[src/rtl/panel_sequencer.sv]
// Front-panel sequencer: run/stop/single-step control, PC/AC load strobes and switch-register deposit.
// Optional build macro PANEL_AUTOINC_EN: pulse pc_inc in the cycle after a successful deposit.
module panel_sequencer #(
  parameter int MEM_TIMEOUT_CYC = 16
) (
  input  logic        clock,
  input  logic        resetN,
  input  logic        run,
  input  logic        step,
  input  logic        loadpc,
  input  logic        loadac,
  input  logic        deposit,
  input  logic [11:0] swreg,
  input  logic [1:0]  dispsel,
  input  logic [11:0] pc_in,
  input  logic [11:0] ac_in,
  input  logic [11:0] mb_in,
  input  logic        link_in,
  input  logic        cpu_busy,
  input  logic        cpu_done,
  input  logic        cpu_hlt,
  input  logic        mem_ack,
  output logic        halt,
  output logic [11:0] dispout,
  output logic        linkout,
  output logic        cpu_go,
  output logic        pc_ld,
  output logic        ac_ld,
  output logic        pc_inc,
  output logic        mem_req,
  output logic        mem_we,
  output logic [11:0] mem_addr,
  output logic [11:0] mem_wdata,
  output logic        dep_err
);

  localparam int CNT_W = $clog2(MEM_TIMEOUT_CYC + 1);
  localparam logic [CNT_W-1:0] CNT_LAST = CNT_W'(MEM_TIMEOUT_CYC - 1);

  typedef enum logic [2:0] {
    IDLE      = 3'd0,
    RUN       = 3'd1,
    STOP_PEND = 3'd2,
    STEP_EXEC = 3'd3,
    STEP_WAIT = 3'd4,
    DEP_WAIT  = 3'd5
  } state_t;

  state_t           state_r, state_s;
  logic [CNT_W-1:0] cnt_r, cnt_s;
  logic             pc_ld_r, pc_ld_s, ac_ld_r, ac_ld_s, pc_inc_r, pc_inc_s;
  logic             halt_r, halt_s, dep_err_r, dep_err_s, capture_s;
  logic             cpu_go_r, mem_req_r, linkout_r;
  logic [11:0]      mem_addr_r, mem_wdata_r, dispout_r, disp_s;

  assign halt      = halt_r;
  assign dispout   = dispout_r;
  assign linkout   = linkout_r;
  assign cpu_go    = cpu_go_r;
  assign pc_ld     = pc_ld_r;
  assign ac_ld     = ac_ld_r;
  assign pc_inc    = pc_inc_r;
  assign mem_req   = mem_req_r;
  assign mem_we    = mem_req_r;
  assign mem_addr  = mem_addr_r;
  assign mem_wdata = mem_wdata_r;
  assign dep_err   = dep_err_r;

  // Next-state, one-shot strobes and deposit timeout bookkeeping
  always_comb begin
    state_s   = state_r;
    cnt_s     = cnt_r;
    pc_ld_s   = 1'b0;
    ac_ld_s   = 1'b0;
    pc_inc_s  = 1'b0;
    halt_s    = 1'b0;
    dep_err_s = dep_err_r;
    capture_s = 1'b0;
    case (state_r)
      IDLE: begin
        if (run) begin
          state_s = RUN;
        end else if (loadpc) begin
          pc_ld_s   = 1'b1;
          dep_err_s = 1'b0;
        end else if (loadac) begin
          ac_ld_s   = 1'b1;
          dep_err_s = 1'b0;
        end else if (deposit) begin
          state_s   = DEP_WAIT;
          capture_s = 1'b1;
          cnt_s     = '0;
          dep_err_s = 1'b0;
        end else if (step) begin
          state_s   = STEP_EXEC;
          dep_err_s = 1'b0;
        end else begin
          state_s = IDLE;
        end
      end
      RUN: begin
        // A HLT beats a simultaneous run drop: the CPU has already stopped itself.
        if (cpu_hlt) begin
          state_s = IDLE;
          halt_s  = 1'b1;
        end else if (!run) begin
          if (cpu_busy) begin
            state_s = STOP_PEND;
          end else begin
            state_s = IDLE;
            halt_s  = 1'b1;
          end
        end else begin
          state_s = RUN;
        end
      end
      STOP_PEND, STEP_WAIT: begin
        if (cpu_done) begin
          state_s = IDLE;
          halt_s  = 1'b1;
        end else begin
          state_s = state_r;
        end
      end
      STEP_EXEC: begin
        state_s = STEP_WAIT;
      end
      DEP_WAIT: begin
        if (mem_ack) begin
          state_s = IDLE;
`ifdef PANEL_AUTOINC_EN
          pc_inc_s = 1'b1;
`else
          pc_inc_s = 1'b0;
`endif
        end else if (cnt_r == CNT_LAST) begin
          state_s   = IDLE;
          dep_err_s = 1'b1;
        end else begin
          cnt_s = cnt_r + CNT_W'(1'b1);
        end
      end
      default: begin
        state_s = IDLE;
      end
    endcase
  end

  // Display word selection
  always_comb begin
    disp_s = 12'o0000;
    case (dispsel)
      2'b00:   disp_s = pc_in;
      2'b01:   disp_s = ac_in;
      2'b10:   disp_s = mb_in;
      2'b11:   disp_s = swreg;
      default: disp_s = 12'o0000;
    endcase
  end

  // State and registered outputs; levels are decoded from the state being entered
  always_ff @(posedge clock or negedge resetN) begin
    if (!resetN) begin
      state_r     <= IDLE;
      cnt_r       <= '0;
      pc_ld_r     <= 1'b0;
      ac_ld_r     <= 1'b0;
      pc_inc_r    <= 1'b0;
      halt_r      <= 1'b0;
      dep_err_r   <= 1'b0;
      cpu_go_r    <= 1'b0;
      mem_req_r   <= 1'b0;
      linkout_r   <= 1'b0;
      mem_addr_r  <= 12'o0000;
      mem_wdata_r <= 12'o0000;
      dispout_r   <= 12'o0000;
    end else begin
      state_r   <= state_s;
      cnt_r     <= cnt_s;
      pc_ld_r   <= pc_ld_s;
      ac_ld_r   <= ac_ld_s;
      pc_inc_r  <= pc_inc_s;
      halt_r    <= halt_s;
      dep_err_r <= dep_err_s;
      cpu_go_r  <= (state_s == RUN) || (state_s == STEP_EXEC);
      mem_req_r <= (state_s == DEP_WAIT);
      linkout_r <= link_in;
      dispout_r <= disp_s;
      if (capture_s) begin
        mem_addr_r  <= pc_in;
        mem_wdata_r <= swreg;
      end else begin
        mem_addr_r  <= mem_addr_r;
        mem_wdata_r <= mem_wdata_r;
      end
    end
  end

endmodule

[config.mk]
export PLATFORM = sky130hd
export DESIGN_NAME = panel_sequencer
export DESIGN_NICKNAME = d
export VERILOG_FILES = /design/src/rtl/panel_sequencer.sv
export SDC_FILE = /design/constraint.sdc
export NUM_CORES = 1
export LEC_CHECK = 0
export ABC_AREA = 1
export CORE_MARGIN = 2
export CORE_UTILIZATION = 44
export CTS_CLUSTER_DIAMETER = 120
export DETAILED_ROUTE_END_ITERATION = 6
export PLACE_DENSITY = 0.93
export SLEW_MARGIN = 30
export SYNTH_ARGS = -nofsm -noshare
export SYNTH_HDL_FRONTEND = slang
export SYNTH_SLANG_ARGS = --single-unit
[constraint.sdc]
create_clock -name clock -period 2.5 [get_ports clock]
set_clock_uncertainty 0.2 [all_clocks]
set_input_delay 0.5 -clock clock [delete_from_list [all_inputs] [get_ports clock]]
set_output_delay 0.5 -clock clock [all_outputs]
set_load 0.005 [all_outputs]
==> impl_metrics.tcl, run 1 <==
set metrics [dict create \
    dr_wl_met3_um 679 \
    synth-seq-area-share_pct 54.6 \
    grtUsageTotal_pct 21.6 \
    synth_top_area_share_pct 54.6 \
    grt_overflow 0 \
    fin_crit_ns 1.96 \
    syn_nets 335 \
    routed_wl_um 6040 \
    dr.pass1.iters 4 \
    seq_area_sq_um 1280 \
    relSlewSlack_pct 41.3 \
    cts_resized 0 \
    core_sq_um 5110 \
    wl_met1_um 2390 \
    cts_buffers 5 \
    drt-vias-per-instance 4.95 \
    critPathLaunchType "primary input" \
    cp_max_fo 12 \
    final_common_cell "clkdlybuf4s50_1" \
    syn_inst 271 \
    num-nets-final 439 \
    synth.ff_latch_count 51 \
    antennaDiodeCount 0 \
    r2r_slack_ns 0.63 \
    worstHoldEndpoint "mem_wdata[2]$_DFFE_PN0P_" \
    min_from "mem_wdata[2]$_DFFE_PN0P_" \
    netlist_top_cells_area "dfrtp_1 (55%), nand2_1 (13%), inv_1 (5.9%)" \
    rr_endpoint "cpu_go$_DFF_PN0_" \
    min_delay_path_depth 2 \
    r2r_start "cnt_r[0]$_DFFE_PN0P_" \
    finalSetupViolCount 0 \
    fp-row-count 26 \
    tightest_slew_ns 0.878 \
    clock.fmax_ghz 0.510 \
    leakagePower_nw 1.65 \
    cts_buffer_depth 2 \
    cp-end-kind "register" \
    yosysTopAreaCell "dfrtp_1" \
    path_cells "clkdlybuf4s50_1, nor2_1, nand2_1, o2111ai_1" \
    drive_gt1_share_pct 6.38 \
    cts_sinks 51 \
    clk-insertion-delay-late_ns 0.29 \
    fillers 388 \
    area_growth_pct 51.5 \
    ff2ff_path_depth 9 \
    final_cell_mix "clkdlybuf4s50_1 (104), nand2_1 (84), dfrtp_1 (51)" \
    synth_area_per_cell_sq_um 8.62 \
    drv_slew 0 \
    die_area_sq_um 5910 \
    fin_setup_tns_ns 0 \
    arrival_ns 1.96 \
    antenna_found_initial 0 \
    clk_pin_slew_ns 0.08 \
    rsz0062_at_grt "no" \
    powerDensity_nw_per_um2 836 \
    wire_per_inst_um 13.5 \
    hold_path_class "reg2reg" \
    cts_root_buffer "clkbuf_8" \
    cts_tree "done" \
    synth.distinct_cells 27 \
    final_cells 446 \
    grt_pass1_wl_um 10100 \
    wl_met2_um 2840 \
    outcome "complete, no violations" \
    grt_max_degree 52 \
    syn_area_sq_um 2340 \
    hpwl_um 4550 \
    vias 2206 \
    top_layer "met4" \
    vdd_ir_drop_max_mv 0.427 \
    yosysWarnings 0 \
    grt_pass1_vias 2230 \
    layout_worst_path_cycle_share_pct 78.4 \
    ant_nets 0 \
    cp_slowest_cell "nor2_1" \
    ioPinCount 107 \
    crit_type "in2reg" \
    finalHoldViolations 0 \
    drcViolationCount 0 \
    drt_iter0_markers 83 \
    dieWidth_um 76.9 \
    htree_levels 2 \
    initial_core_util_pct 45.7 \
    drv_cap 0 \
    post-place-cells 437 \
    critical-path-max-stage-delay_ns 0.69 \
    die_y_um 76.9 \
    multi_input_area_sq_um 838 \
    finalPower_mw 2.96 \
    io_buffers 105 \
    crit_required_ns 2.50 \
    gp_congestion 0.945 \
]
==> cells in the mapped netlist <==
| cell | number |
|---|---|
| nand3_2 | 1 |
| o21ai_1 | 12 |
| buf_2 | 3 |
| buf_6 | 2 |
| ha_1 | 2 |
| nor3_1 | 2 |
| clkbuf_1 | 4 |
| xor2_1 | 1 |
| or2_4 | 1 |
| a21oi_1 | 2 |
| nand3_4 | 1 |
| nand3_1 | 12 |
| conb_1 | 1 |
| o2111ai_1 | 12 |
| buf_4 | 2 |
| o21ai_0 | 15 |
| nand4_1 | 2 |
| a22o_1 | 1 |
| inv_2 | 4 |
| nand3b_1 | 1 |
| nor2_4 | 1 |
| o21ai_2 | 4 |
| or2_2 | 2 |
| inv_1 | 37 |
| dfrtp_1 | 51 |
| nor2_1 | 11 |
| nand2_1 | 84 |
==> what timing repair did <==
| item | in CTS | in global routing |
|---|---|---|
| endpoints found under the hold margin | 51 | 0 |
| setup buffers | 0 | 0 |
| hold buffers | 1 | 0 |
==> worst max-delay path by stage <==
stage	slack [ns]	endpoint	start
floorplan	0.81	cpu_go$_DFF_PN0_	cnt_r[0]$_DFFE_PN0P_
global placement	0.32	cpu_go$_DFF_PN0_	run
detailed placement	0.21	dispout[2]$_DFF_PN0_	dispsel[1]
CTS	0.53	dispout[2]$_DFF_PN0_	dispsel[1]
global route	0.40	dispout[2]$_DFF_PN0_	dispsel[1]
finish	0.54	dispout[2]$_DFF_PN0_	dispsel[1]
==> cells by family (layout without fill, tap and decap cells) <==
kind of cell,Yosys count,count (layout),synth area share (%)
adder cells (fa/ha/maj),2,2,1.07
AO/OA/AOI/OAI,46,46,12.6
buffers and inverters,52,157,9.48
flip-flops,51,51,54.6
AND/OR/NAND/NOR,118,118,21.7
other,1,1,0.161
XOR/XNOR,1,1,0.375
==> per-stage QoR <==
| stage | instance area (sq um) | worst slack, ns | utilization (%) | hold slack, ns |
|---|---|---|---|---|
| 2_1_floorplan | 2340 | 0.814 | - | 0.00441 |
| 3_3_place_gp | 3430 | 0.321 | 67.1 | 0.266 |
| 3_5_place_dp | 3430 | 0.211 | 67.1 | 0.272 |
| 4_1_cts | 3540 | 0.531 | 69.3 | 0.294 |
| 5_1_grt | 3540 | 0.403 | 69.3 | 0.324 |
| 6_report | 3540 | 0.539 | 69.3 | 0.292 |
==> critical path, delay by kind of cell <==
family | cells | cell delay, ns
AND/OR/NAND/NOR | 2 | 0.82
AO/OA/AOI/OAI | 1 | 0.17
buffers and inverters | 1 | 0.46
==> per-layer routing <==
layer  vias to the layer above  GRT usage, %
met4                         0          7.09
li1                       1071             -
met5                         -             0
met1                      1011          24.7
met3                        14          10.0
met2                       110          35.8
==> registers in the layout (all words and copies together) (netlist names) <==
register,flops
dispout,12
mem_req,1
mem_addr,12
mem_wdata,12
cpu_go,1
linkout,1
halt,1
dep_err,1
state_r,3
ac_ld,1
cnt_r,5
pc_ld,1
==> report_power, final <==
group          internal (mW)  total [mW]  switching, mW  leakage (nW)
clock                  0.253       0.511          0.258        0.0515
sequential              1.09        1.24          0.152         0.648
combinational          0.689        1.20          0.515         0.953
==> area by class of cell <==
cell class                 instances  share of cell area, %
multi-input combinational        168                   23.7
clock buffer                       8                   2.83
inverter                          41                   4.35
sequential                        51                   36.1
tap                               70                   2.47
timing repair buffer             108                   30.6
No activity file was read; power rests on OpenSTA's default activity.
==> run 2, diff against run 1 <==
- CORE_UTILIZATION: 44 -> 37
- PLACE_DENSITY: 0.93 -> 0.85
- clock period: 2.5 -> 1.8 ns (I/O delays scaled with it)
==> run 2 against run 1 <==
  * Sequential cell count stayed put
  * Sequential power up 39%
  * Clock power up 84%
  * Clock-buffer cell count down 3
  * Global-route usage fell by 1.6 points
  * Via count increased by 4.4%
  * Critical endpoint is now mem_wdata[10]
  * Critical path type is now reg2out
==> impl_metrics.tcl, run 2 (synthesis results as in run 1) <==
set metrics [dict create \
    dieWidth_um 83.5 \
    critical-path-max-stage-delay_ns 0.52 \
    grt_pass1_wl_um 11200 \
    powerDensity_nw_per_um2 1180 \
    fin_crit_ns 1.76 \
    relSlewSlack_pct 65.7 \
    gp_congestion 0.848 \
    area_growth_pct 60.8 \
    drv_cap 0 \
    initial_core_util_pct 38.8 \
    antenna_found_initial 0 \
    cts_sinks 51 \
    rr_endpoint "cnt_r[0]$_DFFE_PN0P_" \
    rsz0062_at_grt "no" \
    fp-row-count 28 \
    min_delay_path_depth 3 \
    cts_buffer_depth 2 \
    arrival_ns 1.20 \
    io_buffers 105 \
    cp-end-kind "output port" \
    r2r_slack_ns 0.09 \
    htree_levels 2 \
    dr.pass1.iters 4 \
    grt_overflow 0 \
    clk-insertion-delay-late_ns 0.29 \
    routed_wl_um 6680 \
    ff2ff_path_depth 9 \
    ant_nets 0 \
    core_sq_um 6030 \
    drt-vias-per-instance 4.95 \
    hold_path_class "in2reg" \
    finalSetupViolCount 0 \
    die_y_um 83.5 \
    finalHoldViolations 0 \
    post_dp_cell_area_sq_um 3520 \
    cts_tree "done" \
    cts_root_buffer "clkbuf_8" \
    drt_iter0_markers 76 \
    die_area_sq_um 6960 \
    final_common_cell "clkdlybuf4s50_1" \
    r2r_start "cnt_r[1]$_DFFE_PN0P_" \
    vias 2303 \
    vdd_ir_drop_max_mv 0.757 \
    crit_buf_inv 1 \
    cp_max_fo 2 \
    ioPinCount 107 \
    cts_buffers 5 \
    setup_ws_ns 0.0383 \
    crit_required_ns 1.24 \
    worstHoldEndpoint "ac_ld$_DFF_PN0_" \
    antennaDiodeCount 0 \
    hpwl_um 4790 \
    min_from "loadac" \
    critPathLaunchType "register" \
    grt_pass1_vias 2414 \
    grtUsageTotal_pct 20.0 \
    path_delay_family "buffers and inverters" \
    finalPower_mw 4.44 \
    wire_per_inst_um 14.4 \
    num-nets-final 453 \
    layout_worst_path_cycle_share_pct 97.9 \
    cp_slowest_cell "clkdlybuf4s50_1" \
    drv_slew 0 \
    final_cell_mix "clkdlybuf4s50_1 (95), nand2_1 (82), dfrtp_1 (51)" \
    grt_max_degree 52 \
    drive_gt1_share_pct 12.1 \
    final_area_sq_um 3760 \
    tightest_slew_ns 0.514 \
    path_depth 1 \
    path_cells "clkdlybuf4s50_1" \
    post-place-ws_ns -0.335 \
    drcViolationCount 0 \
    clock.fmax_ghz 0.568 \
    leakagePower_nw 1.85 \
    crit_type "reg2out" \
    outcome "complete, no violations" \
    clk_pin_slew_ns 0.10 \
]
## run 2: layout make-up
type / count / area [sq um]
multi-input cells: 170 / 888
clock inverters: 3 / 67.6
fillers: 528 / 2270
flip-flops and latches: 51 / 1280
repair buffers: 120 / 1210
clock buffers: 5 / 68.8
inverters: 41 / 154
well taps: 75 / 93.8
## run 2: stage by stage
stage          util, %  TNS (ns)  cells  hold slack, ns
3_5_place_dp      58.3    -10.65    451           0.174
3_3_place_gp      58.3     -7.93    451           0.172
6_report          62.4         0    465           0.247
5_1_grt           62.4         0    465           0.254
4_1_cts           61.3         0    462           0.281
2_1_floorplan        -         0    271          -0.136
## run 2: layer usage
layer  track usage (%)  wire length, um
met1              23.2             2670
met2              34.7             3310
met3              8.01              638
met4              4.69               67
met5                 0                0
## run 2: how the worst max path moves through the flow
stage	startpoint	to	slack, ns
global route	mem_wdata[10]$_DFFE_PN0P_	mem_wdata[10]	0.003
CTS	cnt_r[1]$_DFFE_PN0P_	cnt_r[0]$_DFFE_PN0P_	0.004
finish	mem_wdata[10]$_DFFE_PN0P_	mem_wdata[10]	0.04
floorplan	cnt_r[0]$_DFFE_PN0P_	cpu_go$_DFF_PN0_	0.11
detailed placement	loadac	cpu_go$_DFF_PN0_	-0.34
global placement	loadac	cpu_go$_DFF_PN0_	-0.24
## run 2: tightest hold or removal path: stages
cell and delay (ns):
dlymetal6s2s_1 0.18, nand3_1 0.12, nor2_1 0.05
## run 2: power breakdown
part           total, mW  switching (mW)  leakage [nW]  internal, mW
sequential          1.72           0.208         0.648          1.51
combinational       1.78           0.769          1.14          1.01
clock              0.939           0.384        0.0644         0.554
## run 2: what timing repair did
item | in CTS | in global routing
hold buffers | 1 | 0
endpoints found under the hold margin | 51 | 0
endpoints found under the setup margin | 7 | 27
pin swaps | 0 | 2
gates cloned | 2 | 0
gates resized for setup | 5 | 16
setup buffers | 0 | 3
==> run 3, diff against run 2 <==
- CTS_BUF_LIST: unset -> sky130_fd_sc_hd__clkbuf_16
==> run 3 against run 2 <==
  * Sequential share of layout area decreased by 0.44 points
  * First-iteration DRC count grew 20%
  * Die area is the same
  * Global-route usage barely moved
  * Sequential cell count did not move
  * Clock-buffer cell count unchanged
  * Clock power is 29% higher
  * Largest cell class unchanged
==> impl_metrics.tcl, run 3 (synthesis results as in run 1) <==
set metrics [dict create \
    outcome "complete, no violations" \
    cp_slowest_cell "clkdlybuf4s50_1" \
    r2r_slack_ns 0.08 \
    final_cell_mix "clkdlybuf4s50_1 (104), nand2_1 (82), dfrtp_1 (51)" \
    drt_iter0_markers 91 \
    critPathLaunchType "primary input" \
    clk_pin_slew_ns 0.07 \
    p_int_mw 3.33 \
    clk-insertion-delay-late_ns 0.28 \
    grt_overflow 0 \
    cts_tree "done" \
    post_dp_cell_area_sq_um 3520 \
    dieWidth_um 83.5 \
    min_delay_path_depth 2 \
    final_common_cell "clkdlybuf4s50_1" \
    cts_buffers 5 \
    grtUsageTotal_pct 20.0 \
    drv_cap 0 \
    crit_required_ns 1.77 \
    dr.pass1.iters 6 \
    leakagePower_nw 1.75 \
    grt_pass1_vias 2433 \
    die_y_um 83.5 \
    hpwl_um 4790 \
    post-route-util_pct 63.2 \
    cp_max_fo 7 \
    r2r_start "cnt_r[1]$_DFFE_PN0P_" \
    hold_path_class "reg2reg" \
    vias 2327 \
    finalHoldViolations 0 \
    die_area_sq_um 6960 \
    cts_buffer_depth 2 \
    fillers 524 \
    fp-row-count 28 \
    cts_sinks 51 \
    grt_util_met1_pct 23.4 \
    drive_gt1_share_pct 12.8 \
    path_delay_family "simple AND/OR/NAND/NOR gates" \
    rr_endpoint "cnt_r[0]$_DFFE_PN0P_" \
    seqPwrFrac_pct 36.6 \
    wire_per_inst_um 14.9 \
    drv_slew 0 \
    ff2ff_path_depth 9 \
    met2_usage_pct 35.0 \
    drcViolationCount 0 \
    critical-path-max-stage-delay_ns 0.51 \
    min_from "mem_wdata[2]$_DFFE_PN0P_" \
    clock.fmax_ghz 0.567 \
    clock_power_share_pct 25.4 \
    worstHoldEndpoint "mem_wdata[2]$_DFFE_PN0P_" \
    combPwrFrac_pct 38.0 \
    busiest_layer "met2" \
    ioPinCount 107 \
    powerDensity_nw_per_um2 1250 \
    htree_levels 2 \
    grt_pass1_wl_um 11300 \
    arrival_ns 1.73 \
    cts_root_buffer "clkbuf_16" \
    routed_wl_um 6920 \
    cp-end-kind "register" \
    postCtsSetupBuffers 0 \
    crit_buf_inv 1 \
    gp_congestion 0.848 \
    layout_worst_path_cycle_share_pct 98.0 \
    area_growth_pct 62.9 \
    vdd_ir_drop_max_mv 0.611 \
    antenna_found_initial 0 \
    tightest_slew_ns 0.513 \
    p_switching_mw 1.42 \
    io_buffers 105 \
    finalSetupViolCount 0 \
    final_area_sq_um 3810 \
    finalPower_mw 4.74 \
    fin_crit_ns 1.76 \
    swShare_pct 29.9 \
    crit_type "in2reg" \
    ant_nets 0 \
    core_sq_um 6030 \
    initial_core_util_pct 38.8 \
    drt-vias-per-instance 5.00 \
    num-nets-final 453 \
    antennaDiodeCount 0 \
    path_cells "clkdlybuf4s50_1, nor2_4, nand3_4, or2_2, nand2_1, o21ai_1" \
    grt_max_degree 52 \
    relSlewSlack_pct 65.7 \
    use_met3_pct 6.82 \
]
run 3: metrics by stage:
step	instances	setup TNS, ns	worst slack (ns)	hold slack (ns)
finish	465	0	0.0367	0.285
global route	465	-0.0127	-0.00773	0.311
CTS	463	0	0.00529	0.289
detailed placement	451	-10.65	-0.335	0.174
global placement	451	-7.93	-0.239	0.172
floorplan	271	0	0.114	-0.136
run 3: worst max-delay path by stage:
| stage | to | cells after the start | slack (ns) | start |
|---|---|---|---|---|
| after floorplan | cpu_go$_DFF_PN0_ | 9 | 0.11 | cnt_r[0]$_DFFE_PN0P_ |
| after global placement | cpu_go$_DFF_PN0_ | 6 | -0.24 | loadac |
| after detailed placement | cpu_go$_DFF_PN0_ | 6 | -0.34 | loadac |
| after CTS | cpu_go$_DFF_PN0_ | 9 | 0.005 | cnt_r[1]$_DFFE_PN0P_ |
| after global routing | mem_addr[11]$_DFFE_PN0P_ | 6 | -0.008 | loadac |
| final | mem_wdata[9]$_DFFE_PN0P_ | 6 | 0.04 | loadac |
run 3: layer usage:
| layer | up-vias | routed length [um] | part of all wire, % |
|---|---|---|---|
| met2 | 109 | 3480 | 50 |
| met3 | 8 | 651 | 9.4 |
| met1 | 1098 | 2730 | 39 |
| li1 | 1112 | - | - |
| met4 | 0 | 60 | 0.87 |
| met5 | - | 0 | 0 |
run 3: power groups by stage:
stage	registers (mW)	clock network, mW	logic [mW]
2_1_floorplan	1.76	0	0.618
3_3_place_gp	1.74	0	1.65
3_5_place_dp	1.75	0	1.70
4_1_cts	1.74	1.23	1.76
5_1_grt	1.78	1.27	1.99
6_report	1.74	1.21	1.80
run 3: repair_timing:
action,in CTS,in global routing
setup endpoints to repair,18,34
endpoints found under the hold margin,51,0
cloned,3,2
gates resized for setup,5,12
pin swaps,1,7
hold buffers,1,0
run 3: tightest hold or removal path, cell delays in order, from the launching register on:
cell	delay, ns
dfrtp_1	0.35
nand2_1	0.06
o21ai_2	0.05
run 3: area by class of cell:
cell class / count / area, sq um / share of cell area [%]
Sequential cell: 51 / 1280 / 33.5
Multi-Input combinational cell: 173 / 926 / 24.3
Clock inverter: 3 / 67.6 / 1.78
Timing Repair Buffer: 117 / 1160 / 30.6
Clock buffer: 5 / 125 / 3.29
Inverter: 41 / 154 / 4.04
Tap cell: 75 / 93.8 / 2.47
